[config.mk]
export PLATFORM = sky130hd
export DESIGN_NAME = seq_multiplier
export DESIGN_NICKNAME = d
export VERILOG_FILES = /design/src/rtl/seq_multiplier.sv
export SDC_FILE = /design/constraint.sdc
export NUM_CORES = 1
export LEC_CHECK = 0
export ABC_AREA = 1
export CAP_MARGIN = 10
export CORE_MARGIN = 3
export CORE_UTILIZATION = 50
export DETAILED_ROUTE_END_ITERATION = 8
export PLACE_DENSITY = 0.7
export SYNTH_ARGS = -nofsm -noshare
export SYNTH_HDL_FRONTEND = slang
export SYNTH_SLANG_ARGS = --single-unit
[constraint.sdc]
create_clock -name clk -period 6 [get_ports clk]
set_input_delay 1.8 -clock clk [delete_from_list [all_inputs] [get_ports clk]]
set_output_delay 1.8 -clock clk [all_outputs]
set_load 0.005 [all_outputs]
[src/rtl/seq_multiplier.sv]
// seq_multiplier: iterative shift-add multiplier retiring BPC multiplier bits per cycle,
// signed or unsigned per operation, with valid/ready handshakes on input and output.
module seq_multiplier #(
  parameter int WIDTH = 16,
  parameter int BPC   = 1
) (
  input  logic                 clk,
  input  logic                 rst_n,
  input  logic                 in_valid,
  output logic                 in_ready,
  input  logic [WIDTH-1:0]     a,
  input  logic [WIDTH-1:0]     b,
  input  logic                 is_signed,
  output logic                 out_valid,
  input  logic                 out_ready,
  output logic [2*WIDTH-1:0]   product,
  output logic                 busy
);
  localparam int N  = WIDTH / BPC;
  localparam int CW = $clog2(N + 1);
  localparam logic [1:0] S_IDLE = 2'd0;
  localparam logic [1:0] S_BUSY = 2'd1;
  localparam logic [1:0] S_DONE = 2'd2;
  logic [1:0]         r_state;
  logic [2*WIDTH-1:0] r_mcand;
  logic [2*WIDTH-1:0] r_acc;
  logic [2*WIDTH-1:0] r_product;
  logic [WIDTH-1:0]   r_mplier;
  logic [CW-1:0]      r_cnt;
  logic               r_neg;
  logic [WIDTH-1:0]   w_mag_a;
  logic [WIDTH-1:0]   w_mag_b;
  logic [2*WIDTH-1:0] w_pp;
  logic [2*WIDTH-1:0] w_acc_next;
  // The most-negative operand negates to itself, which read unsigned is exactly 2^(WIDTH-1).
  assign w_mag_a    = (is_signed && a[WIDTH-1]) ? -a : a;
  assign w_mag_b    = (is_signed && b[WIDTH-1]) ? -b : b;
  assign w_pp       = r_mcand * {{(2*WIDTH-BPC){1'b0}}, r_mplier[BPC-1:0]};
  assign w_acc_next = r_acc + w_pp;
  assign in_ready   = (r_state == S_IDLE);
  assign busy       = (r_state == S_BUSY);
  assign out_valid  = (r_state == S_DONE);
  assign product    = r_product;
  always_ff @(posedge clk or negedge rst_n) begin
    if (!rst_n) begin
      r_state   <= S_IDLE;
      r_mcand   <= '0;
      r_acc     <= '0;
      r_product <= '0;
      r_mplier  <= '0;
      r_cnt     <= '0;
      r_neg     <= 1'b0;
    end else begin
      case (r_state)
        S_IDLE: if (in_valid) begin
          r_mcand  <= {{WIDTH{1'b0}}, w_mag_a};
          r_mplier <= w_mag_b;
          r_neg    <= is_signed & (a[WIDTH-1] ^ b[WIDTH-1]);
          r_acc    <= '0;
          r_cnt    <= CW'(N);
          r_state  <= S_BUSY;
        end
        S_BUSY: begin
          r_acc    <= w_acc_next;
          r_mcand  <= r_mcand << BPC;
          r_mplier <= r_mplier >> BPC;
          r_cnt    <= r_cnt - CW'(1);
          if (r_cnt == CW'(1)) begin
            r_product <= r_neg ? -w_acc_next : w_acc_next;
            r_state   <= S_DONE;
          end
        end
        S_DONE: if (out_ready) r_state <= S_IDLE;
        default: r_state <= S_IDLE;
      endcase
    end
  end
endmodule

==> metrics.txt <==
status=finished clean; diode count=0; total grt overflow=0; # DRC=0; Crit Path Max Fanout=64; asr flop ratio synth=100%; Register-to-Register Path Depth=19; largest net degree at the start of global routing=67; Longest Clk Path Bufs=2; setup slack after layout=2000 ps; Setup crit end kind=register; P_int=3.00 mW; Synth Warn #=0; max-cap violations=0; Tmin final=4000 ps; max_slew headroom=26.2%; P_sw=2.96 mW; # clock sinks=120; VDD IR max=0.000299 V; commonest non-fill, non-tap cell in the layout=nand2_1; Placer Congestion=0.985; initial antenna violation count=0; reg2reg start=r_mplier[0]; Critical Path, Cell by Cell=clkdlybuf4s50_1 -> nand2_1 -> inv_1 -> nor2_4 -> buf_4 -> a22oi_1 -> o21ai_0; ANT nets after route=0; total track usage=27.0%; slowest stage delay, CP=630 ps; chip width=140 µm; Vias/cell=5.29; Hold-fix buffers, CTS=0; port buffer count=71; final hold vios=0; final WL=26.0 mm; Netlist cell types=44; first-pass GRT wire length=42.9 mm; Clock Latency Late Sink=420 ps; pre-CTS worst setup slack=1530 ps; vias in the first global route=8430; Detail Placement HPWL=19.9 mm; Worst Hold Launch=product[25]; Die Area=0.0197 mm²; CTS tree=yes; gr busiest metal=met2; proportion of layout cells with a drive suffix above 1=7.86%; period utilisation layout=66.7%; met3 usage=5.84%; Cell Rows=48; DR pass1 iterations=5; register area share after synthesis=33.2%; area grow syn2layout=16.8%; Worst Hold Depth=2; Worst Path Required=6320 ps; WL/cell=15.4 µm; number of DRC markers in iteration 0=727; CP arrival=4320 ps; Hold Path End=product[25]; Top FF cell, synth=dfrtp_1; CTS Buf Count=17; Die Y=140 µm; Synthesized Nets=1461; setup repair after global routing missed its margin=no; Synth Area per Inst=6.52 µm²; Power Density=564 mW/mm²; crit start category=input pin; final setup TNS=0 ps; Register-to-Register Setup Slack=2460 ps; Worst path slowest cell=nand2_1; I/O Pins=72; Comb pwr share=58.8%; most frequent cells in the layout=469 x nand2_1, 208 x inv_1, 120 x dfrtp_1; Highest Clock Rate=250 MHz; Sequential Power Share=23.9%; WS Path Type=input pin to register; GR met1 Demand/Resource=39.9%; Post-Syn Area=0.00904 mm²; final setup violation count=0; Clk pwr share=17.4%; Root Buffer Master=clkbuf_16; Worst-path clk slew=70 ps; Setup Buffers After CTS=0; vias post-DR=8924; Final Skew=9.99 ps; Synth Register Bits=120; CTS H-tree depth=4; HP Class=register to register; Max Slew Vio Count=0; initial core utilization=51.7%; Slew @ Worst Pin=1110 ps; cts repair resizes=0; leakage=5.59 nW; Reg-to-Reg End=product[31]; final net count=1524; Syn Inst Count=1387; sw frac=49.6%; Post-synth EDFFs=0; core footprint=0.0175 mm²; met2 Track Usage GR=40.8%
==> stage by stage <==
step / hold slack, ps / instance area (µm²) / power [mW] / util [%] / std cells
6_report: 481 / 10600 / 5.96 / 60.4 / 1688
5_1_grt: 498 / 10600 / 6.48 / 60.4 / 1688
4_1_cts: 484 / 10600 / 5.92 / 60.4 / 1688
3_5_place_dp: 469 / 9970 / 4.86 / 57.0 / 1656
3_3_place_gp: 465 / 9970 / 4.79 / 57.0 / 1656
2_1_floorplan: 449 / 9040 / 3.81 / - / 1387
==> cell usage after synthesis (2+ instances only) <==
library cell    n  area share, %
o31ai_1         5           0.42
nor3_2          4           0.44
nand3b_1        7           0.58
dfrtp_1       120             33
nand3_1        83            4.6
nor3_1         11           0.61
a22oi_1        26            2.2
nor2_4          4           0.50
o21a_1          4           0.33
nand4_1        13           0.90
nor2_2         11           0.76
xnor2_1         3           0.29
nand2_4         2           0.25
buf_2           3           0.17
nor2_1         99            4.1
o21ai_0        84            4.6
nand2_2        23            1.6
ha_1           36            5.0
nand2_1       469             19
clkinv_1        3           0.12
xor2_1         26            2.5
a22o_1          2           0.19
inv_1         208            8.6
nand3_2         7           0.78
o21ai_1         7           0.39
o22ai_1        18            1.2
a21oi_1        35            1.9
clkbuf_1       31            1.3
and2_1          3           0.21
a31oi_1         7           0.48
o211ai_1        4           0.33
inv_2          17           0.71
==> logic make-up (layout without fill, tap and decap cells) <==
| kind of cell | count (synthesis) | after routing | synth area share (%) |
|---|---|---|---|
| DFF | 120 | 120 | 33.2 |
| adders and majority gates | 37 | 37 | 5.20 |
| and+or+nand+nor | 739 | 739 | 35.0 |
| AOI/OAI and AO/OA | 198 | 198 | 12.7 |
| buffers and inverters | 263 | 339 | 11.0 |
| muxes | 1 | 1 | 0.111 |
| xor gates and xnor gates | 29 | 29 | 2.81 |
==> power groups by stage <==
| stage | combinational, mW | sequential (mW) | clock, mW |
|---|---|---|---|
| 2_1_floorplan | 2.44 | 1.37 | 0 |
| 3_3_place_gp | 3.37 | 1.42 | 0 |
| 3_5_place_dp | 3.43 | 1.42 | 0 |
| 4_1_cts | 3.46 | 1.42 | 1.04 |
| 5_1_grt | 3.93 | 1.47 | 1.08 |
| 6_report | 3.50 | 1.42 | 1.03 |
==> registers in the layout, summed over array words and instances, names as in the netlist <==
register,flops
product,32
r_acc,32
r_cnt,5
r_mcand,32
r_mplier,16
r_neg,1
r_state,2
==> critical path: cells and delay by family <==
kind,cells,cell delay [ps]
buffers and inverters,3,1420
AND/OR/NAND/NOR,2,800
AO/OA/AOI/OAI,2,270
==> metal layers <==
| metal | up-vias | wire, µm | part of all wire, % |
|---|---|---|---|
| li1 | 4518 | - | - |
| met1 | 4086 | 12600 | 48 |
| met2 | 297 | 11200 | 43 |
| met3 | 23 | 1940 | 7.5 |
| met4 | 0 | 316 | 1.2 |
| met5 | - | 0 | 0 |
==> area by class of cell <==
type                       instances  area (µm²)
fill                            1696        6920
clock buffer                      17         425
inverter                         228         856
multi-input combinational       1004        5060
sequential                       120        3000
clock inverter                    15         164
tap                              225         282
timing repair buffer              79         768
==> how the worst max path moves through the flow <==
stage / startpoint / to / slack (ps) / cells after the start
2_1_floorplan: b[1] / r_mplier[13] / 2790 / 8
4_1_cts: in_valid / r_mplier[8] / 1980 / 7
5_1_grt: in_valid / r_mcand[8] / 1700 / 7
6_report: in_valid / r_mplier[8] / 2000 / 7
3_5_place_dp: in_valid / r_mplier[8] / 1530 / 7
3_3_place_gp: in_valid / r_mcand[5] / 1630 / 7
No activity file was read; power rests on OpenSTA's default activity.
